File: src/rtl/lcd_linebuf_arb.sv
// Line-RAM arbiter: the PPU pixel writer (through a small FIFO) and the scan-out reader
// share one single-port 512x2 RAM. The writer fills bank `bank`, and the reader drains ~bank.
module lcd_linebuf_arb #(
  parameter int DEPTH  = 4,
  parameter int THRESH = DEPTH - 1
) (
  input  logic                     clk,
  input  logic                     reset_n,
  input  logic [1:0]               mode,
  input  logic                     pix_we,
  input  logic [1:0]               pix_data,
  input  logic                     rd_req,
  input  logic [7:0]               rd_ptr,
  output logic                     rd_ack,
  output logic                     rd_valid,
  output logic [1:0]               rd_data,
  output logic [8:0]               ram_addr,
  output logic                     ram_we,
  output logic [1:0]               ram_wdata,
  input  logic [1:0]               ram_rdata,
  output logic                     bank,
  output logic [7:0]               wr_ptr,
  output logic [$clog2(DEPTH):0]   fifo_level,
  output logic                     overflow
);
  localparam int AW = $clog2(DEPTH);
  localparam int CW = AW + 1;
  localparam logic [CW-1:0] FULL = CW'(DEPTH);

  typedef struct packed {
    logic       bnk;
    logic [7:0] idx;
    logic [1:0] pix;
  } entry_t;

  entry_t        mem_q [DEPTH];
  entry_t        head_e;
  logic [AW-1:0] head_q, head_d, tail_q, tail_d;
  logic [CW-1:0] count_q, count_d;
  logic [1:0]    last_mode_q;
  logic          bank_q, bank_d;
  logic [7:0]    wr_ptr_q, wr_ptr_d;
  logic          ovf_q, ovf_d;
  logic          rd_ack_q, rd_valid_q, ram_we_q;
  logic [8:0]    ram_addr_q, ram_addr_d;
  logic [1:0]    ram_wdata_q, ram_wdata_d, rd_hold_q;
  logic          swap, thr_hit, do_rd, do_wr, push;

  // Arbitration decision on current state; the command reaches the RAM port next cycle.
  always_comb begin
    head_e  = mem_q[head_q];
    swap    = (last_mode_q == 2'b00) && (mode != 2'b00);
    thr_hit = int'(count_q) >= THRESH;
    do_rd   = !thr_hit && rd_req && !rd_ack_q;
    do_wr   = (count_q != '0) && !do_rd;
    push    = pix_we && ((count_q != FULL) || do_wr);
    ovf_d   = ovf_q | (pix_we & ~push);

    bank_d   = swap ? ~bank_q : bank_q;
    wr_ptr_d = wr_ptr_q;
    if (pix_we) wr_ptr_d = wr_ptr_q + 8'd1;
    if (swap)   wr_ptr_d = 8'd0;

    head_d = do_wr ? head_q + AW'(1) : head_q;
    tail_d = push  ? tail_q + AW'(1) : tail_q;
    case ({push, do_wr})
      2'b10:   count_d = count_q + CW'(1);
      2'b01:   count_d = count_q - CW'(1);
      default: count_d = count_q;
    endcase

    ram_addr_d  = ram_addr_q;
    ram_wdata_d = ram_wdata_q;
    if (do_wr) begin
      ram_addr_d  = {head_e.bnk, head_e.idx};
      ram_wdata_d = head_e.pix;
    end else if (do_rd) begin
      ram_addr_d = {~bank_q, rd_ptr};
    end
  end

  always_ff @(posedge clk) begin
    if (reset_n && push) mem_q[tail_q] <= '{bnk: bank_q, idx: wr_ptr_q, pix: pix_data};
  end

  always_ff @(posedge clk) begin
    if (!reset_n) begin
      last_mode_q <= 2'b01;
      bank_q      <= 1'b0;
      wr_ptr_q    <= 8'd0;
      head_q      <= '0;
      tail_q      <= '0;
      count_q     <= '0;
      ovf_q       <= 1'b0;
      rd_ack_q    <= 1'b0;
      rd_valid_q  <= 1'b0;
      ram_we_q    <= 1'b0;
      ram_addr_q  <= 9'd0;
      ram_wdata_q <= 2'd0;
      rd_hold_q   <= 2'd0;
    end else begin
      last_mode_q <= mode;
      bank_q      <= bank_d;
      wr_ptr_q    <= wr_ptr_d;
      head_q      <= head_d;
      tail_q      <= tail_d;
      count_q     <= count_d;
      ovf_q       <= ovf_d;
      rd_ack_q    <= do_rd;
      ram_we_q    <= do_wr;
      ram_addr_q  <= ram_addr_d;
      ram_wdata_q <= ram_wdata_d;
      // RAM data arrives the cycle after rd_ack; hold it until the next read returns.
      rd_valid_q  <= rd_ack_q;
      if (rd_valid_q) rd_hold_q <= ram_rdata;
    end
  end

  assign rd_ack     = rd_ack_q;
  assign rd_valid   = rd_valid_q;
  assign rd_data    = rd_valid_q ? ram_rdata : rd_hold_q;
  assign ram_addr   = ram_addr_q;
  assign ram_we     = ram_we_q;
  assign ram_wdata  = ram_wdata_q;
  assign bank       = bank_q;
  assign wr_ptr     = wr_ptr_q;
  assign fifo_level = count_q;
  assign overflow   = ovf_q;
endmodule

File: config.mk
export PLATFORM = sky130hd
export DESIGN_NAME = lcd_linebuf_arb
export DESIGN_NICKNAME = d
export VERILOG_FILES = /design/src/rtl/lcd_linebuf_arb.sv
export SDC_FILE = /design/constraint.sdc
export NUM_CORES = 1
export LEC_CHECK = 0
export BUFFER_PORTS_ARGS = -buffer_cell sky130_fd_sc_hd__buf_2
export CORE_ASPECT_RATIO = 2
export CORE_MARGIN = 4
export CORE_UTILIZATION = 55
export CTS_CLUSTER_DIAMETER = 150
export DETAILED_ROUTE_END_ITERATION = 7
export HOLD_SLACK_MARGIN = 0.15
export PLACE_DENSITY = 0.77
export SYNTH_ARGS = -nofsm -noshare
export SYNTH_HDL_FRONTEND = slang
export SYNTH_SLANG_ARGS = --single-unit
File: constraint.sdc
create_clock -name clk -period 5.95 [get_ports clk]
set_clock_uncertainty 0.2 [all_clocks]
set_input_delay 0.2975 -clock clk [delete_from_list [all_inputs] [get_ports clk]]
set_output_delay 0.2975 -clock clk [all_outputs]
set_load 0.01 [all_outputs]
[Word level (Yosys, flattened, before mapping)]
Memories as Yosys holds them, arrays and structs flattened. A register that Yosys moved wholly into a read port is not among the register bits.
Index checks and enable logic that the tools add are counted.
Storage, ports and cells
  register bits after elaboration: 35
  RAM bits: 44
  output and inout bits: 29
  memories: 1
Cells by class
  add/sub/neg operators: 5
  order comparisons: 1
  equal/unequal tests: 3
  muxes and demuxes: 8
  bitwise logic cells: 5
  reductions and logical operators: 16
Memories
  mem_q: words 4, width 11, rd ports 1, clocked after memory_dff 1, write ports 1, RTL line 36  | entry_t mem_q [DEPTH];
Operators with widths (number)
  two-way mux 9 bit: 2
  adder 8 x 1 -> 8 bit (second input constant): 1
  logical AND 1 bit: 6
  two-way mux 2 bit: 3
  one-hot mux 3 bit (2 select lines): 1
  nonzero test 2 bit: 3
  adder 2 x 1 -> 2 bit (second input constant): 2
  adder 3 x 1 -> 3 bit (second input constant): 1
  >= comparator 3 x 2 -> 1 bit (second input constant): 1
  logical NOT 1 bit: 3
  != test 3 bit (second input constant): 1
  NOT 1 bit: 3
  nonzero test 3 bit: 1
  subtractor 3 x 1 -> 3 bit (second input constant): 1
  equality test 2 x 1 -> 1 bit (second input constant): 1
  equality test 2 bit (second input constant): 1
  logical NOT 2 bit: 1
  two-way mux 1 bit: 2
  OR reduction 2 bit: 1
  bitwise AND 1 bit: 1
  logical OR 1 bit: 1
  bitwise OR 1 bit: 1

[Logic depth before layout (Yosys ltp)]
Gate-level depths: netlist (run 1).
  depth in word-level cells: 11
  gate-level depth with buffers: 9

[Worst setup path after synthesis (run 1)]
No wires, ideal clock.
  kind: flip-flop to flip-flop
  start: register count_q[0] (netlist: fifo_level[0])
  end: register count_q[1] (netlist: fifo_level[1])
  arrival: 2.085 ns
  slack: 3.550 ns
  stages on the path, launching flop included: 10
  buffers on the path: 1
  clock period less this slack: 2.400 ns
  cell sequence: dfxtp_1 > nand2_2 > a21o_1 > buf_2 > a21o_1 > fa_1 > inv_1 > nor4_1 > o21ai_0 > and3_1
Between the ends
  cells in the longest elaborated chain, start to end: 10
RTL lines
  from (decl): RTL line 39  | logic [CW-1:0] count_q, count_d;
  from (signal assigned): RTL line 107  | count_q <= count_d;
  >= comparator 3 x 2 -> 1 bit: RTL line 53  | thr_hit = int'(count_q) >= THRESH;
  logical NOT 1 bit: RTL line 54  | do_rd = !thr_hit && rd_req && !rd_ack_q;
  logical AND 1 bit (2 in a row): RTL line 54
  logical NOT 1 bit: RTL line 55  | do_wr = (count_q != '0) && !do_rd;
  logical AND 1 bit: RTL line 55
  logical OR 1 bit: RTL line 56  | push = pix_we && ((count_q != FULL) || do_wr);
  logical AND 1 bit: RTL line 56
  equality test 2 x 1 -> 1 bit or equality test 2 bit (tied branches): RTL line 66  | case ({push, do_wr})
  one-hot mux 3 bit (2 select lines) or nonzero test 2 bit (tied branches)
Several ways; a longest one is shown, not always the timed one.
A chain may end at the register's enable or synchronous reset.

[Worst setup path after layout (run 1)]
  start: register count_q[2] (netlist: fifo_level[2])
  end: register count_q[1] (netlist: fifo_level[1])
Same word-level chain as after synthesis.

==> impl_metrics.env, run 1 <==
export IMPL_ir_worst_vdd_mv=0.369
export IMPL_yosys_warnings=0
export IMPL_drt_first_pass_iters=4
export IMPL_antenna_left=0
export IMPL_die_h_um=116
export IMPL_cp_slowest_stage_delay_ns=0.77
export IMPL_synth_enable_flop_cells=44
export IMPL_cp_startpoint="fifo_level[2]"
export IMPL_muxShareOfSynthArea=0.0969
export IMPL_synth_area_mm2=0.00320
export IMPL_async_reset_ff_frac=0
export IMPL_cp_end_kind="flip-flop"
export IMPL_clkSinkCount=81
export IMPL_outcome="finished, final reports clean"
export IMPL_wl_um=6670
export IMPL_wl_per_cell_um=18.2
export IMPL_grtUsageTotal=0.206
export IMPL_ys_ff_latch=81
export IMPL_grt_max_degree=24
export IMPL_grt_setup_unrepaired="no"
export IMPL_critPathMaxFanout=23
export IMPL_place_inst=336
export IMPL_synthSimpleGateAreaFrac=0.0988
export IMPL_fmax_mhz=356
export IMPL_cts_setup_buffers=0
export IMPL_hp_class="input pin to flip-flop"
export IMPL_post_cts_resized=0
export IMPL_crit_family="flip-flops"
export IMPL_fin_cells=367
export IMPL_power_density_mw_per_mm2=439
export IMPL_clock_root_buffer="clkbuf_16"
export IMPL_globalplace_congestion=0.782
export IMPL_max_slew_margin=0.356
export IMPL_diodes=0
export IMPL_worstPathArrival_ns=2.84
export IMPL_grt_pass1_wl_um=10300
export IMPL_antenna_found_initial=0
export IMPL_path_class="flip-flop to flip-flop"
export IMPL_synth_avg_cell_area_um2=13.2
export IMPL_numPortBuffers=46
export IMPL_htree_levels=3
export IMPL_final_hold_viol_count=0
export IMPL_setup_viol=0
export IMPL_first_global_vias=2119
export IMPL_r2r_start="fifo_level[2]"
export IMPL_netSwitchingPower_mw=0.504
export IMPL_maxSlewViolCount=0
export IMPL_synth_xor_area_frac=0.0273
export IMPL_dp_slack_ns=3.23
export IMPL_final_area_mm2=0.00392
export IMPL_nNetsFinal=325
export IMPL_initial_core_util=0.561
export IMPL_core_mm2=0.00571
export IMPL_maxCapViolations=0
export IMPL_area_growth_pct=22.5
export IMPL_cts_hold_buf=15
export IMPL_pwr_share_comb=0.228
export IMPL_die_w_um=62.0
export IMPL_final_min_period_over_clock_period=0.473
export IMPL_drt_iter0_drc=141
export IMPL_clkTransAtPathRegs_ns=0.06
export IMPL_required_ns=5.97
export IMPL_seq_area_frac_synth=0.644
export IMPL_fin_crit_ns=2.81
export IMPL_synth_top_flop_cell="edfxtp_1"
export IMPL_dpl_hpwl_um=4530
export IMPL_synth_top_family_by_area="simple AND/OR/NAND/NOR gates"
export IMPL_rows=39
export IMPL_synth_compound_area_frac=0.0797
export IMPL_design_die_area_mm2=0.00718
export IMPL_drive_gt1_frac=0.245
export IMPL_synthesis_nets=266
export IMPL_worstSetupStartpointType="flip-flop"
export IMPL_ioPinCount=47
export IMPL_placed_area_mm2=0.00345
export IMPL_final_common_cell="buf_2"
export IMPL_via_per_inst=5.87
export IMPL_drc=0
export IMPL_p_sw_frac=0.293
export IMPL_path_cells="inv_1 -> a21o_1 -> fa_1 -> inv_1 -> nor4_1 -> o21ai_0 -> and3_1"
export IMPL_tightest_slew_ns=0.966
export IMPL_leakage_nw=1.55
export IMPL_cpMostUsedCell="inv_1"
export IMPL_power_share_clock=0.339
export IMPL_cp_buffers_inverters=2
export IMPL_final_cell_mix="buf_2 (46), edfxtp_1 (44), dfxtp_1 (37), o21ai_0 (25), dlygate4sd3_1 (15)"
export IMPL_tritoncts="built"
export IMPL_power_frac_seq=0.433
export IMPL_vias=2155
export IMPL_worstHoldStart="rd_req"
export IMPL_synth_cells=242
export IMPL_synth_fa_ha_area_frac=0.0258
export IMPL_final_setup_tns_ns=0
export IMPL_slowest_stage="dfxtp_1"
export IMPL_cts_buffers=9
export IMPL_setup_slack_ns=3.14
export IMPL_yosysUniqueCellTypes=34
export IMPL_internal_power_mw=1.22
export IMPL_clkLatencyLatePin_ns=0.33
export IMPL_grt_ovfl_total=0
export IMPL_clock_path_buffers=2
==> registers in the layout, summed over array words and instances, names as in the netlist, 2 cells and up, named ones only <==
register and count:
mem_q 44, ram_addr 9, wr_ptr 8, fifo_level 3, head_q 2, last_mode_q 2, ram_wdata 2, rd_hold_q 2
tail_q 2
==> synthesized netlist by cell type (all sizes together), types with 4 or more instances <==
cell type / instances / area (um2)
buf: 5 / 27.5
nand3: 14 / 70.1
inv: 8 / 30.0
a31oi: 11 / 68.8
nor3: 5 / 25.0
dfxtp: 37 / 741
o21ai: 25 / 125
a21oi: 6 / 30.0
and2: 5 / 31.3
and3: 6 / 37.5
mux4: 11 / 248
ha: 5 / 62.6
mux2i: 4 / 40.0
edfxtp: 44 / 1320
xor2: 7 / 61.3
clkbuf: 8 / 31.3
nor2: 14 / 52.6
nand2: 5 / 21.3
==> routing by layer <==
layer | GRT usage | up-vias | wire [um]
met5 | 0 | - | 0
met4 | 0.122 | 0 | 214
met3 | 0.0446 | 21 | 283
met2 | 0.349 | 68 | 3670
met1 | 0.224 | 1044 | 2510
li1 | - | 1022 | -
==> path summary, 6_finish.rpt <==
path,cells after the start,to,slack [ns]
hold reg to reg,1,overflow,0.26
hold / removal,4,rd_ack,0.19
setup reg to reg,7,fifo_level[1],3.14
setup / recovery,7,fifo_level[1],3.14
==> metrics by stage <==
step	power, mW	hold WS, ns	util
after detailed placement	1.14	0.244	0.604
after floorplan	1.02	0.196	-
after CTS	1.73	0.173	0.687
after global routing	1.81	0.202	0.687
after global placement	1.13	0.244	0.604
final	1.72	0.188	0.687
==> worst reg2reg max path, cell delays in order (launching register included) <==
cell and delay (ns):
dfxtp_1 0.77, inv_1 0.39, a21o_1 0.26, fa_1 0.50, inv_1 0.08, nor4_1 0.22, o21ai_0 0.12, and3_1 0.17
==> cell type report <==
cell class | count | area (um2)
clock buffers | 11 | 243
clock inverters | 5 | 78.8
fillers | 391 | 1790
inverters | 8 | 30.0
multi-input cells | 140 | 1050
flip-flops and latches | 81 | 2060
well taps | 61 | 76.3
repair buffers | 61 | 380
==> cells by family (layout without fill, tap and decap cells) <==
kind of cell | after synthesis | after routing
AO/OA/AOI/OAI | 46 | 46
XOR/XNOR | 10 | 10
adder cells (fa/ha/maj) | 6 | 6
buffers and inverters | 21 | 85
flip-flops | 81 | 81
multiplexers | 17 | 17
AND/OR/NAND/NOR | 61 | 61
==> power groups by stage <==
stage	Sequential, mW	Clock [mW]	Combinational (mW)
floorplan	0.735	0	0.287
global placement	0.755	0	0.371
detailed placement	0.758	0	0.383
CTS	0.748	0.592	0.394
global route	0.758	0.614	0.440
finish	0.746	0.583	0.393
No activity file was read; power rests on OpenSTA's default activity.
==> run 2: changes to the inputs <==
==> constraint.sdc (replaced) <==
create_clock -name clk -period 2.8 [get_ports clk]
set_clock_uncertainty 0.2 [all_clocks]
set_input_delay 0.14 -clock clk [delete_from_list [all_inputs] [get_ports clk]]
set_output_delay 0.14 -clock clk [all_outputs]
set_load 0.01 [all_outputs]
==> run 2 against run 1 <==
Sequential share of layout area down 2.0 points. Sequential power up 100%. Via count up 0.19%. Cell count up 5.2%. Clock power up 97%. Critical path depth unchanged. Clock-buffer cell count unchanged. Combinational power rose to 2.6 times the previous value. Register-to-register slack worse by 3.0 ns. Utilization up 2.7 points. Largest cell class unchanged. Largest power group unchanged. Highest routed layer unchanged.
==> impl_metrics.env, run 2 (synthesis results as in run 1) <==
export IMPL_finalPower_mw=3.70
export IMPL_maxSlewViolCount=0
export IMPL_via_per_inst=5.59
export IMPL_placed_area_mm2=0.00349
export IMPL_final_min_period_over_clock_period=0.950
export IMPL_max_slew_margin=0.530
export IMPL_fmax_mhz=376
export IMPL_p_sw_frac=0.294
export IMPL_final_hold_viol_count=0
export IMPL_ioPinCount=47
export IMPL_pwr_share_comb=0.282
export IMPL_largest_register_ffs=44
export IMPL_drt_first_pass_iters=4
export IMPL_internal_power_mw=2.61
export IMPL_timing_hold_ws_ns=0.292
export IMPL_htree_levels=3
export IMPL_rr_endpoint="ram_addr[7]"
export IMPL_grt_max_degree=24
export IMPL_setup_slack_ns=0.139
export IMPL_setup_viol=0
export IMPL_power_frac_seq=0.408
export IMPL_place_inst=341
export IMPL_design_die_area_mm2=0.00718
export IMPL_fill_cells=396
export IMPL_path_class="input pin to flip-flop"
export IMPL_ir_worst_vdd_mv=0.796
export IMPL_initial_core_util=0.561
export IMPL_cts_setup_buffers=0
export IMPL_crit_end="ram_addr[7]"
export IMPL_dpl_hpwl_um=4220
export IMPL_grt_setup_unrepaired="no"
export IMPL_final_common_cell="buf_2"
export IMPL_clock_path_buffers=2
export IMPL_power_share_clock=0.310
export IMPL_wl_per_cell_um=16.7
export IMPL_wl_um=6450
export IMPL_worstPathArrival_ns=2.67
export IMPL_drive_gt1_frac=0.246
export IMPL_top_register="mem_q"
export IMPL_grt_pass1_wl_um=10100
export IMPL_post_cts_resized=0
export IMPL_cts_buffers=9
export IMPL_diodes=0
export IMPL_clock_root_buffer="clkbuf_16"
export IMPL_clkLatencyLatePin_ns=0.33
export IMPL_clkSinkCount=81
export IMPL_power_density_mw_per_mm2=907
export IMPL_core_mm2=0.00571
export IMPL_rows=39
export IMPL_grt_ovfl_total=0
export IMPL_final_util=0.714
export IMPL_critPathMaxFanout=18
export IMPL_drc=0
export IMPL_antenna_found_initial=0
export IMPL_die_w_um=62.0
export IMPL_cp_end_kind="flip-flop"
export IMPL_ff2ff_setup_slack_ns=0.18
export IMPL_required_ns=2.81
export IMPL_area_growth_pct=27.3
export IMPL_r2r_start="fifo_level[0]"
export IMPL_die_h_um=116
export IMPL_vias=2159
export IMPL_first_global_vias=2138
export IMPL_netSwitchingPower_mw=1.09
export IMPL_final_cell_mix="buf_2 (46), edfxtp_1 (44), dfxtp_1 (37), dlygate4sd3_1 (29), o21ai_0 (25)"
export IMPL_cts_hold_buf=29
export IMPL_drt_iter0_drc=134
export IMPL_globalplace_congestion=0.764
export IMPL_reg2reg_depth=5
export IMPL_hp_class="flip-flop to flip-flop"
export IMPL_tritoncts="built"
export IMPL_outcome="finished, final reports clean"
export IMPL_fin_cells=386
export IMPL_cp_startpoint="rd_req"
export IMPL_leakage_nw=1.64
export IMPL_clkTransAtPathRegs_ns=0.06
export IMPL_final_setup_tns_ns=0
export IMPL_worstSetupStartpointType="input pin"
export IMPL_grtUsageTotal=0.198
export IMPL_dp_slack_ns=0.499
export IMPL_fin_crit_ns=2.66
export IMPL_nNetsFinal=344
export IMPL_numPortBuffers=46
export IMPL_antenna_left=0
export IMPL_final_area_mm2=0.00408
export IMPL_tightest_slew_ns=0.703
export IMPL_maxCapViolations=0
run 2: how the worst min path moves through the flow:
stage,end,cells past startpoint,slack (ns),startpoint
after floorplan,mem_q[0][0],0,0.04,pix_data[0]
after global placement,last_mode_q[0],2,0.14,mode[0]
after detailed placement,last_mode_q[0],2,0.14,mode[0]
after CTS,overflow,1,0.26,overflow
after global routing,overflow,1,0.31,overflow
final,overflow,1,0.29,overflow
run 2: critical path, cell delays in order:
cell           delay [ns]
dlygate4sd3_1        0.53
buf_2                0.12
nand2b_1             0.13
nand4_1              0.58
o21ai_0              0.44
a31oi_1              0.10
dlygate4sd3_1        0.63
run 2: routing by layer:
metal / vias to the layer above / GRT usage / part of all wire
met5: - / 0 / 0
met4: 0 / 0.101 / 0.023
met3: 13 / 0.0468 / 0.044
met2: 58 / 0.338 / 0.54
met1: 1030 / 0.217 / 0.39
li1: 1058 / - / -
run 2: final cells by class:
cell class	instances	area, um2	share of cell area
multi-input combinational	140	1050	0.258
clock buffer	11	243	0.0595
sequential	81	2060	0.506
clock inverter	5	56.3	0.0138
timing repair buffer	80	558	0.137
inverter	8	30.0	0.00736
tap	61	76.3	0.0187
run 2: power groups by stage:
stage	logic [mW]	clock network, mW	registers (mW)
finish	1.04	1.15	1.51
floorplan	0.610	0	1.56
global placement	0.907	0	1.53
detailed placement	0.924	0	1.53
global route	1.15	1.20	1.53
CTS	1.03	1.16	1.51
==> run 3: changes to the inputs <==
--- a/config.mk
+++ b/config.mk
@@ -13,6 +13,7 @@
 export DETAILED_ROUTE_END_ITERATION = 7
 export HOLD_SLACK_MARGIN = 0.15
 export PLACE_DENSITY = 0.77
+export REMOVE_ABC_BUFFERS = 1
 export SYNTH_ARGS = -nofsm -noshare
 export SYNTH_HDL_FRONTEND = slang
 export SYNTH_SLANG_ARGS = --single-unit
==> run 3 against run 2 <==
Total power down 0.82%. Cell count unchanged. Critical path type unchanged. Hold slack worse by 0.026 ns. Clock-buffer cell count down 1.
==> impl_metrics.env, run 3 (synthesis results as in run 1) <==
export IMPL_outcome="finished, final reports clean"
export IMPL_clkTransAtPathRegs_ns=0.06
export IMPL_clock_root_buffer="clkbuf_16"
export IMPL_leakage_nw=1.64
export IMPL_core_mm2=0.00571
export IMPL_largest_register_ffs=44
export IMPL_rr_endpoint="ram_addr[5]"
export IMPL_critPathMaxFanout=18
export IMPL_htree_levels=3
export IMPL_dpl_hpwl_um=4280
export IMPL_worstSetupStartpointType="input pin"
export IMPL_final_hold_viol_count=0
export IMPL_final_setup_tns_ns=0
export IMPL_drt_first_pass_iters=4
export IMPL_ioPinCount=47
export IMPL_hold_depth=1
export IMPL_reg2reg_depth=6
export IMPL_cts_setup_buffers=0
export IMPL_cpMostUsedCell="dlygate4sd3_1"
export IMPL_clkSinkCount=81
export IMPL_cp_slowest_stage_delay_ns=0.59
export IMPL_fmax_mhz=398
export IMPL_nNetsFinal=344
export IMPL_drive_gt1_frac=0.246
export IMPL_power_density_mw_per_mm2=902
export IMPL_antenna_found_initial=0
export IMPL_cts_buffers=9
export IMPL_slowest_stage="dlygate4sd3_1"
export IMPL_numPortBuffers=46
export IMPL_min_to="overflow"
export IMPL_final_util=0.712
export IMPL_r2r_start="fifo_level[2]"
export IMPL_initial_core_util=0.561
export IMPL_fin_crit_ns=2.51
export IMPL_rows=39
export IMPL_crit_family="buffers and inverters"
export IMPL_wl_um=6590
export IMPL_required_ns=2.82
export IMPL_hp_class="flip-flop to flip-flop"
export IMPL_die_w_um=62.0
export IMPL_drt_iter0_drc=105
export IMPL_grt_pass1_wl_um=10400
export IMPL_clock_path_buffers=2
export IMPL_design_die_area_mm2=0.00718
export IMPL_multi_input_area_mm2=0.00105
export IMPL_globalplace_congestion=0.756
export IMPL_final_min_period_over_clock_period=0.897
export IMPL_path_class="input pin to flip-flop"
export IMPL_final_common_cell="buf_2"
export IMPL_first_global_vias=2085
export IMPL_ff2ff_setup_slack_ns=0.32
export IMPL_drc=0
export IMPL_top_register="mem_q"
export IMPL_grt_setup_unrepaired="no"
export IMPL_wl_per_cell_um=17.1
export IMPL_grt_ovfl_total=0
export IMPL_setup_viol=0
export IMPL_die_h_um=116
export IMPL_grtUsageTotal=0.205
export IMPL_final_cell_mix="buf_2 (46), edfxtp_1 (44), dfxtp_1 (37), dlygate4sd3_1 (29), o21ai_0 (25)"
export IMPL_regArea_mm2=0.00206
export IMPL_antenna_left=0
export IMPL_worstPathArrival_ns=2.53
export IMPL_vias=2159
export IMPL_diodes=0
export IMPL_cp_end_kind="flip-flop"
export IMPL_grt_max_degree=24
export IMPL_path_cells="dlygate4sd3_1 -> buf_2 -> nand2b_1 -> nand4_1 -> o21ai_0 -> a31oi_1 -> dlygate4sd3_1"
export IMPL_cp_buffers_inverters=3
export IMPL_tritoncts="built"
export IMPL_worstHoldStart="overflow"
export IMPL_max_slew_margin=0.568
export IMPL_maxSlewViolCount=0
export IMPL_ir_worst_vdd_mv=0.905
export IMPL_via_per_inst=5.59
export IMPL_maxCapViolations=0
export IMPL_area_growth_pct=27.0
export IMPL_clkLatencyLatePin_ns=0.33
export IMPL_fill_cells=387
export IMPL_tightest_slew_ns=0.646
[run 3: area by class of cell]
class	count	share of cell area
Clock buffer	10	0.0563
Tap cell	61	0.0188
Timing Repair Buffer	80	0.137
Sequential cell	81	0.507
Clock inverter	6	0.0145
Inverter	8	0.00738
Multi-Input combinational cell	140	0.259
[run 3: repair_timing]
action	in CTS	in global routing
endpoints found under the hold margin	35	0
hold buffers	29	0
resized for setup	0	0
[run 3: how the worst max path moves through the flow]
stage,startpoint,end,slack [ns],cells after the start
after global routing,rd_req,ram_addr[4],0.13,7
after global placement,fifo_level[0],fifo_level[1],0.59,8
after detailed placement,fifo_level[0],fifo_level[1],0.47,8
after CTS,rd_req,ram_addr[3],0.35,7
after floorplan,fifo_level[2],fifo_level[1],0.41,7
final,rd_req,ram_addr[5],0.29,7
[run 3: layer usage]
| layer | up-vias | share of wire | wire length (um) | track usage |
|---|---|---|---|---|
| li1 | 1058 | - | - | - |
| met1 | 1029 | 0.38 | 2540 | 0.234 |
| met2 | 58 | 0.55 | 3600 | 0.345 |
| met3 | 14 | 0.047 | 308 | 0.0569 |
| met4 | 0 | 0.022 | 146 | 0.0921 |
| met5 | - | 0 | 0 | 0 |
[run 3: report_power, final]
group	internal [mW]	total (mW)	switching [mW]
clock network	0.685	1.12	0.433
logic	0.497	1.04	0.544
registers	1.40	1.51	0.108
total	2.58	3.67	1.09
[run 3: stage by stage]
step           hold WS [ns]  cell area (um2)  setup WS (ns)  power, mW  instances
3_3_place_gp          0.134             3490          0.593       2.42        341
2_1_floorplan        0.0130             3140          0.408       2.12        229
6_report              0.266             4070          0.289       3.67        386
5_1_grt               0.282             4070          0.127       3.87        386
4_1_cts               0.275             4070          0.349       3.68        386
3_5_place_dp          0.144             3490          0.468       2.46        341
